`config.mk`:
```
export PLATFORM = sky130hd
export DESIGN_NAME = entity_renderer_flat
export DESIGN_NICKNAME = d
export VERILOG_FILES = /design/src/rtl/entity_renderer_if.sv /design/src/rtl/entity_renderer.sv /design/src/flat_wrapper.sv
export SDC_FILE = /design/constraint.sdc
export NUM_CORES = 1
export LEC_CHECK = 0
export CAP_MARGIN = 10
export CORE_MARGIN = 2
export CORE_UTILIZATION = 55
export CTS_CLUSTER_SIZE = 16
export DETAILED_ROUTE_END_ITERATION = 6
export PLACE_DENSITY_LB_ADDON = 0.05
export SETUP_SLACK_MARGIN = 0.2
export SYNTH_ARGS = -nofsm -noshare
export SYNTH_HDL_FRONTEND = slang
export SYNTH_SLANG_ARGS = --single-unit
```
`constraint.sdc`:
```
create_clock -name clk -period 7.97 [get_ports clk]
set_input_delay 1.594 -clock clk [delete_from_list [all_inputs] [get_ports clk]]
set_output_delay 1.594 -clock clk [all_outputs]
set_load 0.05 [all_outputs]
```
`src/rtl/entity_renderer_if.sv`:
```
// Request/pixel bus between an entity source and the entity renderer.
// Optional erase input is present only when ENTITY_RENDERER_ERASE_EN is defined.
interface entity_renderer_if;
    logic        draw_start;
    logic [29:0] entity;
    logic [2:0]  entity_state;
`ifdef ENTITY_RENDERER_ERASE_EN
    logic        erase;
`endif
    logic [7:0]  x_out;
    logic [6:0]  y_out;
    logic [2:0]  colour_out;
    logic        plot;
    logic        busy;
    logic        draw_done;

    // Source side: issues render requests, observes pixels.
    modport master (
`ifdef ENTITY_RENDERER_ERASE_EN
        output erase,
`endif
        output draw_start, entity, entity_state,
        input  x_out, y_out, colour_out, plot, busy, draw_done
    );

    // Renderer side.
    modport slave (
`ifdef ENTITY_RENDERER_ERASE_EN
        input  erase,
`endif
        input  draw_start, entity, entity_state,
        output x_out, y_out, colour_out, plot, busy, draw_done
    );
endinterface

```
`src/rtl/entity_renderer.sv`:
```
// Entity renderer: rasterises a latched square entity (ship/asteroid/shot) into
// one pixel per cycle, clipping at the screen edge.
// Optional feature macro: ENTITY_RENDERER_ERASE_EN (adds erase input forcing colour 0).
module entity_renderer #(
    parameter int unsigned SCREEN_W      = 160,
    parameter int unsigned SCREEN_H      = 120,
    parameter int unsigned SHIP_SIZE     = 4,
    parameter int unsigned ASTEROID_SIZE = 8,
    parameter int unsigned SHOT_SIZE     = 1
) (
    input  logic               clk,
    input  logic               reset_n,  // active-high despite the name
    entity_renderer_if.slave   bus
);

    typedef enum logic [1:0] {S_IDLE, S_DRAW, S_DONE} state_t;

    state_t      state_q, state_d;
    logic [7:0]  dx_q, dx_d, dy_q, dy_d;
    logic [7:0]  ent_x_q, ent_x_d;
    logic [6:0]  ent_y_q, ent_y_d;
    logic [2:0]  ent_col_q, ent_col_d;
    logic [2:0]  ent_type_q, ent_type_d;
    logic        erase_q, erase_d;
    logic [7:0]  x_q, x_d;
    logic [6:0]  y_q, y_d;
    logic [2:0]  col_q, col_d;
    logic        plot_q, plot_d;
    logic        done_q, done_d;

    // Pixel source selection: on acceptance the first pixel comes straight from the bus.
    logic [7:0]  base_x;
    logic [6:0]  base_y;
    logic [2:0]  base_col;
    logic [7:0]  len;
    logic        emit;
    logic [8:0]  sx;
    logic [7:0]  sy;
    logic        erase_in;

    logic unused_bits;
    assign unused_bits = ^bus.entity[10:0];

`ifdef ENTITY_RENDERER_ERASE_EN
    assign erase_in = bus.erase;
`else
    assign erase_in = 1'b0;
`endif

    function automatic logic [7:0] edge_len(input logic [2:0] t);
        case (t)
            3'b100:  edge_len = 8'(SHIP_SIZE);
            3'b010:  edge_len = 8'(ASTEROID_SIZE);
            3'b001:  edge_len = 8'(SHOT_SIZE);
            default: edge_len = 8'd0;
        endcase
    endfunction

    // Next-state, offset stepping and pixel output generation.
    always_comb begin
        state_d    = state_q;
        dx_d       = dx_q;
        dy_d       = dy_q;
        ent_x_d    = ent_x_q;
        ent_y_d    = ent_y_q;
        ent_col_d  = ent_col_q;
        ent_type_d = ent_type_q;
        erase_d    = erase_q;
        x_d        = x_q;
        y_d        = y_q;
        col_d      = col_q;
        plot_d     = 1'b0;
        done_d     = 1'b0;
        emit       = 1'b0;

        if (state_q == S_IDLE) begin
            base_x   = bus.entity[29:22];
            base_y   = bus.entity[21:15];
            base_col = erase_in ? 3'b000 : bus.entity[14:12];
            len      = edge_len(bus.entity_state);
        end else begin
            base_x   = ent_x_q;
            base_y   = ent_y_q;
            base_col = erase_q ? 3'b000 : ent_col_q;
            len      = edge_len(ent_type_q);
        end

        case (state_q)
            S_IDLE: begin
                if (bus.draw_start) begin
                    ent_x_d    = bus.entity[29:22];
                    ent_y_d    = bus.entity[21:15];
                    ent_col_d  = bus.entity[14:12];
                    ent_type_d = bus.entity_state;
                    erase_d    = erase_in;
                    // Zero length means the type was not one-hot.
                    if (bus.entity[11] && (len != 8'd0)) begin
                        state_d = S_DRAW;
                        dx_d    = 8'd0;
                        dy_d    = 8'd0;
                        emit    = 1'b1;
                    end else begin
                        state_d = S_DONE;
                        done_d  = 1'b1;
                    end
                end
            end
            S_DRAW: begin
                if ((dx_q == len - 8'd1) && (dy_q == len - 8'd1)) begin
                    state_d = S_DONE;
                    done_d  = 1'b1;
                    dx_d    = 8'd0;
                    dy_d    = 8'd0;
                end else begin
                    if (dx_q == len - 8'd1) begin
                        dx_d = 8'd0;
                        dy_d = dy_q + 8'd1;
                    end else begin
                        dx_d = dx_q + 8'd1;
                    end
                    emit = 1'b1;
                end
            end
            S_DONE:  state_d = S_IDLE;
            default: state_d = S_IDLE;
        endcase

        // One bit wider than the field so off-screen sums clip instead of wrapping.
        sx = {1'b0, base_x} + {1'b0, dx_d};
        sy = {1'b0, base_y} + dy_d;
        if (emit && (sx < 9'(SCREEN_W)) && (sy < 8'(SCREEN_H))) begin
            plot_d = 1'b1;
            x_d    = sx[7:0];
            y_d    = sy[6:0];
            col_d  = base_col;
        end
    end

    // State, latched entity and registered pixel outputs.
    always_ff @(posedge clk) begin
        if (reset_n) begin
            state_q    <= S_IDLE;
            dx_q       <= 8'd0;
            dy_q       <= 8'd0;
            ent_x_q    <= 8'd0;
            ent_y_q    <= 7'd0;
            ent_col_q  <= 3'd0;
            ent_type_q <= 3'd0;
            erase_q    <= 1'b0;
            x_q        <= 8'd0;
            y_q        <= 7'd0;
            col_q      <= 3'd0;
            plot_q     <= 1'b0;
            done_q     <= 1'b0;
        end else begin
            state_q    <= state_d;
            dx_q       <= dx_d;
            dy_q       <= dy_d;
            ent_x_q    <= ent_x_d;
            ent_y_q    <= ent_y_d;
            ent_col_q  <= ent_col_d;
            ent_type_q <= ent_type_d;
            erase_q    <= erase_d;
            x_q        <= x_d;
            y_q        <= y_d;
            col_q      <= col_d;
            plot_q     <= plot_d;
            done_q     <= done_d;
        end
    end

    assign bus.x_out      = x_q;
    assign bus.y_out      = y_q;
    assign bus.colour_out = col_q;
    assign bus.plot       = plot_q;
    assign bus.draw_done  = done_q;
    assign bus.busy       = (state_q != S_IDLE);

endmodule

```
`src/flat_wrapper.sv`:
```
// flat-port wrapper written by rule: the top's interface ports become plain ports
module entity_renderer_flat 
#(
    parameter int unsigned SCREEN_W      = 160,
    parameter int unsigned SCREEN_H      = 120,
    parameter int unsigned SHIP_SIZE     = 4,
    parameter int unsigned ASTEROID_SIZE = 8,
    parameter int unsigned SHOT_SIZE     = 1
)
  (clk, reset_n, bus_draw_start, bus_entity, bus_entity_state, bus_x_out, bus_y_out, bus_colour_out, bus_plot, bus_busy, bus_draw_done);
  entity_renderer_if bus_i ();
  input  logic clk;
  input  logic reset_n;
  input wire logic [$bits(bus_i.draw_start)-1:0] bus_draw_start;
  input wire logic [$bits(bus_i.entity)-1:0] bus_entity;
  input wire logic [$bits(bus_i.entity_state)-1:0] bus_entity_state;
  output wire logic [$bits(bus_i.x_out)-1:0] bus_x_out;
  output wire logic [$bits(bus_i.y_out)-1:0] bus_y_out;
  output wire logic [$bits(bus_i.colour_out)-1:0] bus_colour_out;
  output wire logic [$bits(bus_i.plot)-1:0] bus_plot;
  output wire logic [$bits(bus_i.busy)-1:0] bus_busy;
  output wire logic [$bits(bus_i.draw_done)-1:0] bus_draw_done;
  assign bus_i.draw_start = bus_draw_start;
  assign bus_i.entity = bus_entity;
  assign bus_i.entity_state = bus_entity_state;
  assign bus_x_out = bus_i.x_out;
  assign bus_y_out = bus_i.y_out;
  assign bus_colour_out = bus_i.colour_out;
  assign bus_plot = bus_i.plot;
  assign bus_busy = bus_i.busy;
  assign bus_draw_done = bus_i.draw_done;
  entity_renderer #(.SCREEN_W(SCREEN_W), .SCREEN_H(SCREEN_H), .SHIP_SIZE(SHIP_SIZE), .ASTEROID_SIZE(ASTEROID_SIZE), .SHOT_SIZE(SHOT_SIZE)) u_core (.clk(clk), .reset_n(reset_n), .bus(bus_i));
endmodule
```
=== Word level (Yosys, flattened, before mapping) ===
Cells that the tools add are included.

* Add/sub/neg operators: 5
* Order comparisons: 2
* Equal/unequal tests: 11
* Muxes and demuxes: 29
* Reduce and logical (&&, ||, !) cells: 9

{| class="wikitable"
|+ Operators by type and width
! kind !! number
|-
| 2-to-1 mux 8 bit || 10
|-
| case mux 8 bit (2 select lines) || 2
|-
| case mux 4 bit (3 select lines) || 2
|-
| adder 8 x 1 -> 8 bit, second input constant || 2
|-
| equality test 8 bit || 2
|-
| adder 8 x 8 -> 9 bit || 1
|-
| less-than comparator 9 x 8 -> 1 bit, second input constant || 1
|-
| adder 7 x 8 -> 8 bit || 1
|-
| less-than comparator 8 x 7 -> 1 bit, second input constant || 1
|-
| nonzero test 8 bit || 1
|-
| subtractor 8 x 1 -> 8 bit, second input constant || 1
|-
| 2-to-1 mux 1 bit || 7
|-
| 2-to-1 mux 7 bit || 1
|-
| equality test 3 x 1 -> 1 bit, second input constant || 2
|-
| equality test 3 x 2 -> 1 bit, second input constant || 2
|-
| equality test 3 bit, second input constant || 2
|-
| 2-to-1 mux 2 bit || 3
|-
| logical AND 1 bit || 4
|-
| case mux 1 bit (2 select lines) || 2
|-
| case mux 2 bit (2 select lines) || 1
|-
| AND reduction 2 bit || 2
|-
| 2-to-1 mux 3 bit || 1
|-
| equality test 2 x 1 -> 1 bit, second input constant || 1
|-
| logical NOT 2 bit || 1
|-
| 3 further kinds || 3
|}

* Flip-flop bits (word level): 59
* Input port bits: 36
* Output and inout port bits: 21
* Logic and storage cells: 68

=== Depth between registers and ports, before layout ===
* Depth in word-level cells: 13
* Mapped depth: 26
* Depth with buffers taken out: 23

=== Worst setup path before layout ===
OpenSTA, ideal clock, no wires.

* Path kind: input to register
* From: input bus_entity_state[1]
* To: register u_core.y_q[3] (netlist: u_core.bus.y_out[3])
* Library setup time: 0.123 ns
* Arrival time: 5.967 ns
* Required time: 7.847 ns
* Slack: 1.880 ns
* Stages: 23
* Path buffers: 1
* Path through: nor3b_1 mux2i_2 ha_1 ha_1 xor2_1 nand3_1 inv_1 o211a_4 buf_6 a21oi_2 nand2_1 o21ai_0 ha_1 inv_1 fa_1 nor2b_1 o21ai_0 a21oi_1 nor2_1 a311o_1 a211o_1 nor3_4 mux2_1

* Elaborated cells between the ends (all ways): 31
* Classes of those cells: add/sub: 3; order compare: 2; eq/ne: 5; mux: 16; reduce/logical: 5

{| class="wikitable"
|+ RTL lines
! what !! line !! text
|-
| from (decl) || flat_wrapper.sv:16 || <nowiki>input wire logic [$bits(bus_i.entity_state)-1:0] bus_entity_state;</nowiki>
|-
| equality test 3 x 1 -> 1 bit, or another cell as far along || entity_renderer.sv:51 || <nowiki>case (t)</nowiki>
|-
| case mux 4 bit (3 select lines) * || entity_renderer.sv:51 ||
|-
| 2-to-1 mux 8 bit * || entity_renderer.sv:76 || <nowiki>if (state_q == S_IDLE) begin</nowiki>
|-
| subtractor 8 x 1 -> 8 bit / nonzero test 8 bit (equally long branches) || entity_renderer.sv:109, entity_renderer.sv:115, entity_renderer.sv:97 ||
|-
| equality test 8 bit, or another cell as far along || entity_renderer.sv:109, entity_renderer.sv:115 ||
|-
| 2-to-1 mux 8 bit, or another cell as far along || entity_renderer.sv:115 || <nowiki>if (dx_q == len - 8'd1) begin</nowiki>
|-
| 2-to-1 mux 8 bit (on tied branches) || entity_renderer.sv:109, entity_renderer.sv:90 ||
|-
| case mux 8 bit (2 select lines) * || entity_renderer.sv:88 || <nowiki>case (state_q)</nowiki>
|-
| named net u_core.dy_d[0] || entity_renderer.sv:19 || <nowiki>logic [7:0] dx_q, dx_d, dy_q, dy_d;</nowiki>
|-
| adder 7 x 8 -> 8 bit * || entity_renderer.sv:130 || <nowiki>sy = {1'b0, base_y} + dy_d;</nowiki>
|-
| less-than comparator 8 x 7 -> 1 bit || entity_renderer.sv:131 || <nowiki>if (emit && (sx < 9'(SCREEN_W)) && (sy < 8'(SCREEN_H))) begin</nowiki>
|-
| logical AND 1 bit || entity_renderer.sv:131 ||
|-
| to (signal assigned) || entity_renderer.sv:165 || <nowiki>y_q <= y_d;</nowiki>
|-
| to (decl) || entity_renderer.sv:26 || <nowiki>logic [6:0] y_q, y_d;</nowiki>
|}

Mark *: on every way through the listed nets, which the timed path passes. The rest lies on a longest branch.
A chain may end at the register's enable or synchronous reset.

=== Worst setup path in the final report ===
* From: input bus_entity_state[0]
* To: register u_core.y_q[3] (netlist: u_core.bus.y_out[3])

Same word-level chain as after synthesis.

==> metrics.txt <==
maximum fanout along the worst path=14; Synth Area in Compound Gates=0.2495; Filler cells=563; clock buffer depth=2; Pre-Repair DR Iteration Count=4; Synth Warn #=0; CORE AREA=about 6800 sq um; post-route ant nets=0; Die Y-Extent=approximately 87 um; setup violators final=0; static leakage=1.756 nW; crit-path max cell delay=0.55 ns; Die Wd=slightly below 90 um; antenna violations before repair=0; Total Wirelength=9.591 mm; startpoint type of the worst setup path=input port; syn_nets=516; IO Pins=57; synth unique cells=64; Yosys top cell area share=0.3103; cell with the most instances after synthesis=nand2_1; Congestion Overflow GR=0; die area=7602 sq um; critical path class=in2reg; Post-Route Skew=approximately 0.0083 ns; Yosys top cell by area=dfxtp_1; port buffer count=45; Antenna Cells=0; ys flop type=dfxtp_1; TritonCTS Buffers=9; Max Fclk=between 0.1 and 0.15 GHz; nets=about 560; vias per inst=6.019; PwrDens=166.3 nW/um^2; max-slew violations=0; vias in the first global route=3290; simple-gate share of the synthesized area=0.2189; synth top area cells=dfxtp_1 (31%), nand2_1 (7.4%), a21oi_1 (7.4%); Post-Synth XOR/XNOR Area=0.04372; min cycle time layout=7.134 ns; Hold Path Class=reg2reg; area delta synth->final=17.49%; Seq/Total Area, Yosys=0.3103; initial core utilization=0.5633; row cnt=30; max_slew headroom=0.3200; # DRC=0; Setup crit end kind=flip-flop; Worst-Margin Slew=about 1 ns; WP data arrival=7.36 ns; clock sink count=59; DRT iter0 DRCs=between 200 and 250; Post-synth EDFFs=0; largest net degree at the start of global routing=between 50 and 60; Hold Vio Cnt, Final=0; Clk pin slew, worst setup/hold paths=roughly 0.070 ns; Req. time, crit path=roughly 8.2 ns; first-pass GRT wire length=15.79 mm; most frequent CP cell=ha_1; RSZ-0062 raised after global routing=no; Adder-Cell Fraction of Synth Area=0.07627; Final period util=0.8951; largest family of logic cells by synthesized area=compound AO/OA/AOI/OAI gates; Setup TNS Final=0 ns; VDD IR max=0.1035 mV; HPWL Detailed=approximately 6.9 mm; Avg Cell Area, Syn=around 8.3 sq um; status=completed; Crit path max-delay family=compound AO/OA/AOI/OAI gates; synthesis-stage register bit count=59; CTS Root Cell=clkbuf_8; routed len/inst=16.39 um; post-synthesis mux area share=0.05786; post-cts resize count=0; Critical Path Slowest Stage Cell=clkdlybuf4s50_1; post-layout total power=743.8 uW; worst path cell trace=clkdlybuf4s50_1 -> nor3b_1 -> mux2i_2 -> ha_1 -> ha_1 -> xor2_1 -> nand3_1 -> inv_1 -> o211a_4 -> a21oi_2 -> nand2_1 -> o21ai_0 -> ha_1 -> inv_1 -> fa_1 -> nor2b_1 -> o21ai_0 -> a21oi_1 -> nor2_1 -> a311o_1 -> a211o_1 -> nor3_4 -> mux2_1; post-CTS setup buffers=0; H-tree levels=3; synthesized cell area=~3800 sq um; GRT Total Usage=0.2640; ratio of cells with drive above 1 in the final layout=0.1109; cell count after synthesis=458; Max Cap Viol=0; final RePlAce weighted congestion=0.8753; CP bufs+invs=3; Worst-Skew Late Latency=0.34 ns; most instantiated cells after synthesis=nand2_1 (75), dfxtp_1 (59), a21oi_1 (56); via count=3521; asr flop ratio synth=0; CTS tree=yes; CTS hold repair buffers=0
cell families (layout without fill, tap and decap cells):
family / Yosys count / count (layout)
xor gates and xnor gates: 19 / 19
DFF: 59 / 59
and+or+nand+nor: 164 / 164
muxes: 19 / 19
AOI/OAI and AO/OA: 137 / 137
buffers and inverters: 38 / 85
adders and majority gates: 22 / 22
power by group:
group          internal [mW]  switching (mW)  leakage [nW]
sequential             0.309         0.00918         0.480
combinational         0.0708           0.105          1.19
clock                  0.129           0.120        0.0905
cell usage in the layout (no fill, tap or decap), types with 3 or more instances in the layout:
cell type,n
nand2_1,75
nor3b_1,4
dfxtp_1,59
xor2_1,13
and2_1,11
clkbuf_8,11
nor2b_1,4
nor4_1,3
buf_4,6
a211o_1,4
a31oi_1,6
o21ai_0,18
a21oi_1,56
a311oi_1,3
nand3b_1,3
a21o_1,4
o21a_1,5
nor3_1,6
clkdlybuf4s50_1,44
inv_1,17
o31ai_1,13
nand4_1,15
o2111ai_1,3
a211oi_1,4
and3_1,5
mux2_2,16
nand2b_1,3
clkbuf_1,3
nor2_1,16
nand3_1,7
ha_1,20
xnor2_1,6
o21bai_1,3
flip-flops by register name, summed over array words and instances (netlist names):
register	flops
u_core.dx_q	8
u_core.bus.draw_done	1
u_core.dy_q	8
u_core.ent_col_q	3
u_core.bus.plot	1
u_core.bus.x_out	8
u_core.state_q	2
u_core.bus.colour_out	3
u_core.ent_type_q	3
u_core.bus.y_out	7
u_core.ent_x_q	8
u_core.ent_y_q	7
cell type report:
| type | count | area (sq um) | area share |
|---|---|---|---|
| Multi-Input combinational cell | 361 | 2460 | 0.5501 |
| Sequential cell | 59 | 1181 | 0.2641 |
| Tap cell | 80 | 100.1 | 0.02238 |
| Clock inverter | 2 | 10.01 | 0.002238 |
| Inverter | 18 | 67.56 | 0.01511 |
| Clock buffer | 14 | 162.7 | 0.03637 |
| Timing Repair Buffer | 51 | 490.5 | 0.1097 |
per-stage QoR:
step                area (sq um)  utilization  instances  hold WS, ns  setup WS (ns)
global placement            4299       0.6363        569       0.4389         0.6427
CTS                         4472       0.6619        585       0.4601         0.8654
floorplan                   3806            -        458       0.4338          1.880
global route                4472       0.6619        585       0.4766         0.4953
finish                      4472       0.6619        585       0.4584         0.8363
detailed placement          4299       0.6363        569       0.4504         0.4968
metal layers:
metal | vias to the layer above | part of all wire | GRT usage
met3 | 8 | 0.046 | 0.04929
met4 | 0 | 0.012 | 0.07133
li1 | 1748 | - | -
met2 | 84 | 0.46 | 0.4205
met1 | 1681 | 0.48 | 0.3678
met5 | - | 0 | 0
tightest hold or removal path, cell delays in order (launching register included):
cell	delay, ns
dfxtp_1	0.31
nand2_1	0.05
a21oi_1	0.05
worst paths after layout:
path                                     startpoint             endpoint  slack (ns)  depth (start not counted)
worst min-delay path              u_core.ent_y_q[3]    u_core.ent_y_q[3]        0.46                          2
worst max-delay path            bus_entity_state[0]  u_core.bus.y_out[3]        0.84                         23
worst min register to register    u_core.ent_y_q[3]    u_core.ent_y_q[3]        0.46                          2
worst max register to register    u_core.state_q[0]  u_core.bus.y_out[3]        1.73                         23
No activity file was read; power rests on OpenSTA's default activity.
